**src/rtl/sw_event_decoder.sv**
```systemverilog
// sw_event_decoder: synchronises and debounces two keys, emits press/long-press pulses,
// and turns them into a display-mode register and a capture-request handshake.
module sw_event_decoder #(
  parameter int DEBOUNCE_CYC = 800_000,
  parameter int LONG_CYC     = 40_000_000,
  parameter int MODE_NUM     = 4,
  parameter int MODE_W       = 2
) (
  input  logic              clk,
  input  logic              rst,
  input  logic              sw1,
  input  logic              sw2,
  input  logic              capture_ack,
  output logic              sw1_press,
  output logic              sw2_press,
  output logic              sw1_long,
  output logic              sw2_long,
  output logic [MODE_W-1:0] mode,
  output logic              capture_req,
  output logic              ovf
);
  localparam logic [31:0]       DB_LAST   = 32'(DEBOUNCE_CYC - 1);
  localparam logic [31:0]       LG_LAST   = 32'(LONG_CYC - 1);
  localparam logic [MODE_W-1:0] MODE_LAST = MODE_W'(MODE_NUM - 1);
  typedef enum logic {IDLE, REQ} state_t;
  logic [1:0] w_sw, w_press, w_long;
  assign w_sw = {sw2, sw1};
  for (genvar g = 0; g < 2; g++) begin : g_ch
    logic        r_s0, r_s1, r_db, r_db_d, r_press, r_long, r_fired;
    logic [31:0] r_dcnt, r_hold;
    always_ff @(posedge clk) begin
      if (!rst) begin
        r_s0    <= 1'b0;
        r_s1    <= 1'b0;
        r_db    <= 1'b0;
        r_db_d  <= 1'b0;
        r_press <= 1'b0;
        r_long  <= 1'b0;
        r_fired <= 1'b0;
        r_dcnt  <= '0;
        r_hold  <= '0;
      end else begin
        r_s0    <= w_sw[g];
        r_s1    <= r_s0;
        r_dcnt  <= (r_s1 == r_db || r_dcnt == DB_LAST) ? '0 : r_dcnt + 32'd1;
        r_db    <= (r_s1 != r_db && r_dcnt == DB_LAST) ? r_s1 : r_db;
        r_db_d  <= r_db;
        r_press <= r_db & ~r_db_d;
        r_hold  <= !r_db ? '0 : (r_hold == LG_LAST) ? r_hold : r_hold + 32'd1;
        // r_fired blocks a repeat long pulse until the key is released
        r_long  <= r_db & ~r_fired & (r_hold == LG_LAST);
        r_fired <= r_db & (r_fired | (r_hold == LG_LAST));
      end
    end
    assign w_press[g] = r_press;
    assign w_long[g]  = r_long;
  end
  logic [MODE_W-1:0] r_mode;
  always_ff @(posedge clk) begin
    if (!rst) r_mode <= '0;
    else if (w_long[0]) r_mode <= '0;
    else if (w_press[0]) r_mode <= (r_mode == MODE_LAST) ? '0 : r_mode + MODE_W'(1);
  end
  state_t r_state, w_next;
  logic   r_ovf, w_ovf_set;
  // a press coinciding with an ack re-arms the request instead of being dropped
  always_comb begin
    w_next    = r_state;
    w_ovf_set = 1'b0;
    w_next    = (r_state == IDLE) ? (w_press[1] ? REQ : IDLE)
              : ((w_long[1] || (capture_ack && !w_press[1])) ? IDLE : REQ);
    w_ovf_set = (r_state == REQ) && w_press[1] && !capture_ack && !w_long[1];
  end
  always_ff @(posedge clk) begin
    if (!rst) begin
      r_state <= IDLE;
      r_ovf   <= 1'b0;
    end else begin
      r_state <= w_next;
      r_ovf   <= r_ovf | w_ovf_set;
    end
  end
  assign sw1_press   = w_press[0];
  assign sw2_press   = w_press[1];
  assign sw1_long    = w_long[0];
  assign sw2_long    = w_long[1];
  assign mode        = r_mode;
  assign capture_req = (r_state == REQ);
  assign ovf         = r_ovf;
endmodule

```
**config.mk**
```make
export PLATFORM = sky130hd
export DESIGN_NAME = sw_event_decoder
export DESIGN_NICKNAME = d
export VERILOG_FILES = /design/src/rtl/sw_event_decoder.sv
export SDC_FILE = /design/constraint.sdc
export NUM_CORES = 1
export LEC_CHECK = 0
export ABC_AREA = 1
export CAP_MARGIN = 20
export CORE_UTILIZATION = 55
export CTS_BUF_LIST = sky130_fd_sc_hd__clkbuf_16
export CTS_CLUSTER_SIZE = 28
export DETAILED_ROUTE_END_ITERATION = 8
export PLACE_DENSITY = 0.72
export SYNTH_ARGS = -nofsm -noshare
export SYNTH_HDL_FRONTEND = slang
export SYNTH_SLANG_ARGS = --single-unit
```
**constraint.sdc**
```tcl
create_clock -name clk -period 2.08 [get_ports clk]
set_input_delay 0.312 -clock clk [delete_from_list [all_inputs] [get_ports clk]]
set_output_delay 0.312 -clock clk [all_outputs]
set_load 0.05 [all_outputs]
```
# Word-level counts from Yosys, hierarchy flattened
# Cells that the tools add are included.
[totals] register_bits=146 mem_bits_rw=0 romBits=0 elab_cells=72 latch_bits=0 n_memories=0 input_bits=5 output_inout_bits=8
[classes] add_sub_neg=5 n_mux=4 n_lt_le_gt_ge=0 bitwise=16 n_shift=0 n_eq_ne=9 multipliers=0 n_div=0 reduce_logical=17
[ops] cell="32-bit by 1-bit adder with 32-bit output, second input constant" n=4
[ops] cell="32-bit by 20-bit == test with 1-bit output, second input constant" n=2
[ops] cell="32-bit by 26-bit == test with 1-bit output, second input constant" n=2
[ops] cell="1-bit AND" n=8
[ops] cell="1-bit logical AND" n=6
[ops] cell="2-bit OR reduction" n=3
[ops] cell="1-bit NOT" n=5
[ops] cell="2-bit AND reduction" n=2
[ops] cell="1-bit logical NOT" n=3
[ops] cell="1-bit logical OR" n=3
[ops] cell="1-bit 2-to-1 mux" n=3
[ops] cell="1-bit OR" n=3
[ops] cell="2-bit by 1-bit adder with 2-bit output, second input constant" n=1
[ops] cell="1-bit == test" n=2
[ops] cell="2-bit == test, second input constant" n=1
[ops] cell="2-bit 2-to-1 mux" n=1
[ops] cell="1-bit inequality test" n=2

# Depth between registers and ports, before layout
# Gate-level depths: netlist of run 1.
[depth] word_depth=5 depth_mapped=10 mapped_depth_nobuf=10

# Least setup slack after synthesis of run 1
# No wires, ideal clock.
[synth_path] path_type="flip-flop to flip-flop" from="register g_ch[1].r_dcnt[0]" to="register g_ch[1].r_dcnt[10]" synth_period_minus_slack_ns=1.589 required_time_ns=1.963 path_buffers=1 arrival_ns=1.472 path_slack_ns=0.491 path_stages_with_launch=10 cell_sequence="dfxtp_1 -> ha_1 -> inv_2 -> nor2_4 -> nand2_4 -> nor2_4 -> inv_2 -> o21ai_4 -> buf_6 -> nor2_2"
[synth_via] elab_chain_len=3 elab_cells_between_ends=4 classes_between="1 x add/sub; 1 x eq/ne; 2 x reduce/logical"
[synth_rtl] item="start: declaration" line_no="30" rtl="logic [31:0] r_dcnt, r_hold;"
[synth_rtl] item="start signal: assignment" line_no="45" rtl="r_dcnt <= (r_s1 == r_db || r_dcnt == DB_LAST) ? '0 : r_dcnt + 32'd1;"
[synth_rtl] item="parallel branches: the longest is 3 deep, another holds 32-bit by 1-bit adder with 32-bit output"
# Several ways; the timed one is not identified.
# A chain may end at the register's enable or synchronous reset.

# Worst setup path in the final report of run 1
[layout_path] from="register r_mode[0] (netlist: mode[0])" to="output mode[0]"
[layout_rtl] item="start: declaration" line_no="58" rtl="logic [MODE_W-1:0] r_mode;"
[layout_rtl] item="start signal: assignment" line_no="62" rtl="else if (w_press[0]) r_mode <= (r_mode == MODE_LAST) ? '0 : r_mode + MODE_W'(1);"
[layout_rtl] item="end: declaration" line_no="18" rtl="output logic [MODE_W-1:0] mode,"
# No word-level cell between the ends.

==> summary.md, run 1 <==
| Metric | Value |
|---|---|
| Reg clk slew, reported paths | `approximately 0.06 ns` |
| IO Count | `13` |
| DR top layer | `met4` |
| Fraction of layout cells with a size suffix above 1 | `around 6.6%` |
| Fin crit share | `between 90% and 100%` |
| Vias per std cell | `5.13` |
| Cell count after synthesis | `around 1,300` |
| Power Dens Cells | `706 nW/um^2` |
| Crit-path cells | `clkdlybuf4s50_1` |
| Cts bufs inserted | `17` |
| Synth-to-layout area growth | `12.6%` |
| Global Route Usage Sum | `between 20% and 30%` |
| Max-Cap Viols | `0` |
| Clock root buffer master | `clkbuf_16` |
| Drt first pass iters | `5` |
| First-pass GRT wire length | `31.3 mm` |
| WP buf/inv | `1` |
| I/O Buffers | `12` |
| Max-slew violation count | `0` |
| Delay of the slowest critical-path stage | `0.83 ns` |
| Setup TNS | `0 ns` |
| Mapped Nets | `1,275` |
| Hold-fix buffers at CTS | `0` |
| Worst Setup End Kind | `output port` |
| LEAKAGE | `approximately 2.8 nW` |
| CP Class | `flop to output port` |
| Met1 WL | `about 8.9 mm` |
| Register bit total from synthesis | `around 150` |
| Most common cell after layout, fill and taps aside | `nand2_1` |
| WL/cell | `~13 um` |
| Rows | `43` |
| Final setup viols | `0` |
| Starting density of the core | `57.0%` |
| Number of global-route vias before repair | `6,943` |
| Worst slew margin | `around 57%` |
| Antenna violations before repair | `0` |
| Initial DRC Count | `around 560` |
| Depth of the CTS H-tree | `4` |
| Post-synthesis sequential area ratio | `a little under two fifths` |
| DRC | `0` |
| Largest net degree at the start of global routing | `33` |
| Met2 wire length | `8.69 mm` |
| Worst Path Required | `~1.8 ns` |
| Dpl hpwl | `approximately 13 mm` |
| Setup crit start kind | `flop` |
| # diodes | `0` |
| Final hold viol count | `0` |
| Post-Route Skew | `between 0.006 and 0.007 ns` |
| Nets | `1,302` |
| Status | `completed` |
| Hold Path Class | `flop to flop` |
| Gp weighted congestion | `~0.95` |
| DRT antenna net count | `0` |
| # clock sinks | `about 150` |
| Avg Cell Area, Syn | `roughly 6.3 um^2` |
| DR WL met3 | `850 um` |
| Cell count after placement | `1,452` |
| Clock buffer depth | `2` |
| Die height | `approximately 120 um` |
| Die ar. | `roughly 15,000 um^2` |
| Core Area | `between 10,000 and 15,000 um^2` |
| Mapped Area | `about 8000 um^2` |
| Total detailed-routing wirelength | `18.8 mm` |
| CP max-delay cell | `clkdlybuf4s50_1` |
| Max Freq | `0.510 GHz` |
| Skew-Pair Late Insertion Delay | `0.42 ns` |
| VDD IR-drop max | `approximately 0.59 mV` |
| Fillers | `roughly 1,300` |
| Worst Hold Slack | `about 0.38 ns` |
| CP max FO | `4` |
| Arrival @ worst endpoint | `1.65 ns` |
| Commonest non-fill, non-tap cells in the layout | `375 x nand2_1, 306 x nor2_1, 146 x dfxtp_1` |
| Routed vias | `between 7,000 and 8,000` |
| Worst slew pin tran | `around 0.64 ns` |
| Congestion Overflow GR | `0` |
| Count of cell types in the netlist | `31` |
| Die W | `between 100 and 150 um` |
| Tmin final | `1.96 ns` |
| RSZ-0062 raised after global routing | `false` |
| CTS tree | `yes` |
| Family with the most delay on the worst path | `buffers and inverters` |
| Fin cells | `1,485` |
| YS warnings | `0` |
## final cells by class
type / count / area (um^2) / share of cell area, %
inverter: 124 / 465 / 5.19
clock inverter: 15 / 244 / 2.72
sequential: 146 / 2920 / 32.6
clock buffer: 17 / 425 / 4.74
tap: 180 / 225 / 2.51
multi-input combinational: 983 / 4500 / 50.1
timing repair buffer: 20 / 193 / 2.15
## final timing paths
kind | startpoint | endpoint | slack [ns] | cells after the start
worst max-delay path | mode[0] | mode[0] | 0.12 | 1
worst min-delay path | g_ch[1].r_db_d | sw2_press | 0.38 | 1
worst max register to register | g_ch[1].r_dcnt[12] | g_ch[1].r_dcnt[18] | 0.25 | 7
worst min register to register | g_ch[1].r_db_d | sw2_press | 0.38 | 1
## Yosys cell counts (all sizes together)
library cell	count	share of area (%)
clkinv	1	0.047
nand3b	24	2.3
or2	3	0.24
nand2	384	18
xnor2	28	3.1
nand4	21	1.6
nor2	331	17
clkbuf	2	0.094
xor2	19	2.1
o21ai	17	1.2
nor3b	2	0.19
a211oi	1	0.094
inv	123	5.8
buf	11	1.1
nor3	16	1.1
and2	1	0.079
a31o	1	0.11
dfxtp	146	37
nand3	61	4.0
ha	5	0.79
a21oi	68	4.3
## per-stage QoR
step	total power [mW]	instance area (um^2)	utilization, %	setup slack [ns]
2_1_floorplan	2.89	7970	-	0.491
3_3_place_gp	2.90	8290	59.3	0.118
3_5_place_dp	2.90	8290	59.3	0.0546
4_1_cts	6.39	8960	64.0	0.0356
5_1_grt	6.52	8970	64.2	0.0495
6_report	6.34	8970	64.2	0.119
## report_power, final
group	total [mW]	internal (mW)	leakage, nW	switching (mW)
Sequential	2.80	2.80	1.18	0.00227
Clock	3.49	2.34	0.332	1.15
Combinational	0.0384	0.0148	1.27	0.0236
## worst reg2reg max path: cells and delay by family, from the launching register on
kind,cells,cell delay (ns)
DFF,1,0.36
and+or+nand+nor,5,0.66
buffers and inverters,1,0.09
AOI/OAI and AO/OA,1,0.59
## registers in the layout, indices dropped and copies added, names as in the netlist
name,flops
sw1_press,1
g_ch.r_db,2
g_ch.r_hold,64
g_ch.r_fired,2
sw1_long,1
g_ch.r_db_d,2
capture_req,1
ovf,1
sw2_press,1
sw2_long,1
g_ch.r_s1,2
g_ch.r_dcnt,64
g_ch.r_s0,2
mode,2
## kinds of logic after synthesis
logic type / share of synthesized area [%]
xor gates and xnor gates: 5.17
and+or+nand+nor: 44.6
DFF: 36.7
adders and majority gates: 0.785
buffers and inverters: 7.07
AOI/OAI and AO/OA: 5.68
## metal layers
| metal | GRT usage [%] | up-vias |
|---|---|---|
| li1 | - | 4007 |
| met1 | 34.1 | 3411 |
| met2 | 43.5 | 173 |
| met3 | 5.25 | 32 |
| met4 | 8.99 | 0 |
| met5 | 0 | - |
## timing repair
action | in CTS | in global routing
endpoints found under the setup margin | 0 | 21
gates resized for setup | 0 | 1
buffers inserted | 0 | 0
No activity file was read; power rests on OpenSTA's default activity.
==> run 2, diff against run 1 <==
ABC_CLOCK_PERIOD_IN_PS = 2080   (was default)
==> results of run 2 <==
Final layout, timing and power as in run 1 (identical DEF).
==> run 3, diff against run 2 <==
CTS_CLUSTER_DIAMETER = 40   (was default)
DONT_BUFFER_PORTS = 1   (was default)
PLACE_DENSITY = 0.7   (was 0.72)
SKIP_LAST_GASP = 1   (was default)
==> run 3 against run 2 <==
  * Fmax rose by 6.9%
  * Hold slack worse by 0.31 ns
  * Critical path type is now flop to flop
  * Flip-flop and latch count did not move
  * Die area is the same
  * Clock-buffer cell count did not move
  * Register-to-register slack is essentially flat
  * Utilization decreased by 1.1 points
  * Highest routed layer unchanged
  * First-iteration DRC count is 20% lower
  * Largest power group unchanged
==> summary.md, run 3 (same netlist as run 1, synthesis figures left out) <==
| Metric | Value |
|---|---|
| Reg clk slew, reported paths | `0.06 ns (about the same)` |
| Skew-Pair Late Insertion Delay | `0.43 ns (was 0.42 ns)` |
| Fin crit share | `88.2% (was 94.3%)` |
| Setup crit start kind | `flop (unchanged)` |
| Clock root buffer master | `clkbuf_16 (unchanged)` |
| CP max FO | `21 (was 4)` |
| Gp weighted congestion | `0.968 (was 0.951)` |
| Min-delay src | `capture_ack (was g_ch[1].r_db_d)` |
| Arrival @ worst endpoint | `2.15 ns (was 1.65 ns)` |
| Starting density of the core | `57.0% (unchanged)` |
| Synth-to-layout area growth | `10.7% (was 12.6%)` |
| DRT antenna net count | `0 (unchanged)` |
| Worst Setup End Kind | `flop (was output port)` |
| Worst slew pin tran | `0.562 ns (was 0.638 ns)` |
| Max Freq | `0.545 GHz (was 0.510 GHz)` |
| # diodes | `0 (unchanged)` |
| Rows | `43 (unchanged)` |
| Total detailed-routing wirelength | `18.2 mm (was 18.8 mm)` |
| Hold Path Class | `input port to flop (was flop to flop)` |
| Cell count after placement | `1,437 (was 1,452)` |
| Depth of the CTS H-tree | `4 (unchanged)` |
| DR top layer | `met4 (unchanged)` |
| Drt first pass iters | `5 (unchanged)` |
| Final hold viol count | `0 (unchanged)` |
| Die W | `122 um (unchanged)` |
| Number of global-route vias before repair | `6,751 (was 6,943)` |
| Cell Area, Placed | `8160 um^2 (was 8290 um^2)` |
| CTS tree | `yes (unchanged)` |
| Routed vias | `7,443 (was 7,623)` |
| IO Count | `13 (unchanged)` |
| Tmin final | `1.84 ns (was 1.96 ns)` |
| Commonest non-fill, non-tap cells in the layout | `375 x nand2_1, 306 x nor2_1, 146 x dfxtp_1 (unchanged)` |
| Antenna violations before repair | `0 (unchanged)` |
| I/O Buffers | `0 (was 12)` |
| Final critical-path setup slack | `0.245 ns (was 0.119 ns)` |
| Die ar. | `15,000 um^2 (unchanged)` |
| Fillers | `1,309 (was 1,340)` |
| Post-route cell area | `8820 um^2 (was 8970 um^2)` |
| Setup TNS | `0 ns (unchanged)` |
| VDD IR-drop max | `0.628 mV (was 0.594 mV)` |
| Start point of the critical path | `g_ch[0].r_dcnt[0] (was mode[0])` |
| Met1 WL | `8.80 mm (was 8.94 mm)` |
| Most common cell after layout, fill and taps aside | `nand2_1 (unchanged)` |
| # clock sinks | `146 (unchanged)` |
| Post-place setup slack | `0.271 ns (was 0.0546 ns)` |
| WL/cell | `12.3 um (was 12.7 um)` |
| DRC | `0 (unchanged)` |
| Worst R2R Path Depth | `9 (was 7)` |
| Top flop regs | `g_ch.r_dcnt (64), g_ch.r_hold (64) (unchanged)` |
| Die height | `122 um (unchanged)` |
| Final setup viols | `0 (unchanged)` |
| Worst hold stages | `3 (was 1)` |
| Power Dens Cells | `691 nW/um^2 (was 706 nW/um^2)` |
| Post-Route Skew | `0.00948 ns (was 0.00696 ns)` |
| Status | `completed (unchanged)` |
| Dpl hpwl | `13.4 mm (about the same)` |
| Clock buffer depth | `2 (unchanged)` |
| Max-slew violation count | `0 (unchanged)` |
| Congestion Overflow GR | `0 (unchanged)` |
| Worst Path Required | `2.39 ns (was 1.77 ns)` |
| Nets | `1,290 (was 1,302)` |
| Fraction of layout cells with a size suffix above 1 | `6.27% (was 6.59%)` |
| Cts bufs inserted | `17 (unchanged)` |
| RSZ-0062 raised after global routing | `false (unchanged)` |
| DR WL met3 | `759 um (was 850 um)` |
| Met2 wire length | `8.29 mm (was 8.69 mm)` |
| Largest net degree at the start of global routing | `33 (unchanged)` |
| Setup Buffers After CTS | `0 (unchanged)` |
| Core Area | `14,000 um^2 (unchanged)` |
| Vias per std cell | `5.06 (was 5.13)` |
| Global Route Usage Sum | `25.8% (was 26.3%)` |
| LEAKAGE | `2.70 nW (was 2.77 nW)` |
| Max-Cap Viols | `0 (unchanged)` |
| Fin cells | `1,472 (was 1,485)` |
| Worst slew margin | `62.5% (was 57.3%)` |
| CP Class | `flop to flop (was flop to output port)` |
| Initial DRC Count | `447 (was 559)` |
| Worst r2r src | `g_ch[0].r_dcnt[0] (was g_ch[1].r_dcnt[12])` |
| First-pass GRT wire length | `30.5 mm (was 31.3 mm)` |
[run 3: cell types whose count changed in the layout (fill, tap and decap cells not counted)]
cell	before	now
bufinv_16	7	5
dlygate4sd3_1	0	4
clkinv_1	5	4
buf_12	1	2
clkinvlp_4	0	3
clkinv_2	3	1
buf_4	7	3
clkdlybuf4s50_1	12	0
o21ai_4	2	1
inv_1	118	119
[run 3: stage by stage]
step	hold WS, ns	power, mW	util [%]
after floorplan	0.368	2.89	-
after global placement	0.369	2.89	58.3
after detailed placement	0.371	2.89	58.3
after CTS	0.0653	6.15	63.1
after global routing	0.112	6.27	63.1
final	0.0714	6.10	63.1
[run 3: layer usage]
metal  vias up  global-route usage, %
met1      3276                   33.4
li1       3989                      -
met5         -                      0
met4         0                   8.08
met3        33                   5.76
met2       145                   42.4
[run 3: worst max-delay path: stages, from the launching register on]
cell and delay (ns):
dfxtp_1 0.35, ha_1 0.22, inv_1 0.08, nor2_2 0.18, nand3b_1 0.14, nor2_2 0.17, nand2_1 0.10, nand2_2 0.22
buf_12 0.20, nor2_1 0.07
[run 3: area by class of cell]
| cell class | count | area, um^2 | area share, % |
|---|---|---|---|
| tap | 180 | 225 | 2.55 |
| sequential | 146 | 2920 | 33.1 |
| inverter | 124 | 465 | 5.28 |
| clock buffer | 17 | 425 | 4.82 |
| multi-input combinational | 982 | 4480 | 50.8 |
| clock inverter | 14 | 196 | 2.23 |
| timing repair buffer | 9 | 103 | 1.16 |
[run 3: repair_timing]
item,CTS,global route
hold buffers,4,0
endpoints found under the hold margin,5,0
resized for setup,0,0
[run 3: final timing paths]
path / to / slack, ns
worst min register to register: sw2_press / 0.38
worst min-delay path: ovf / 0.07
worst max register to register: g_ch[0].r_dcnt[13] / 0.24
worst max-delay path: g_ch[0].r_dcnt[13] / 0.24
[run 3: power breakdown]
group          internal [mW]  switching (mW)
clock                   2.09            1.17
combinational         0.0141          0.0205
sequential              2.80         0.00259
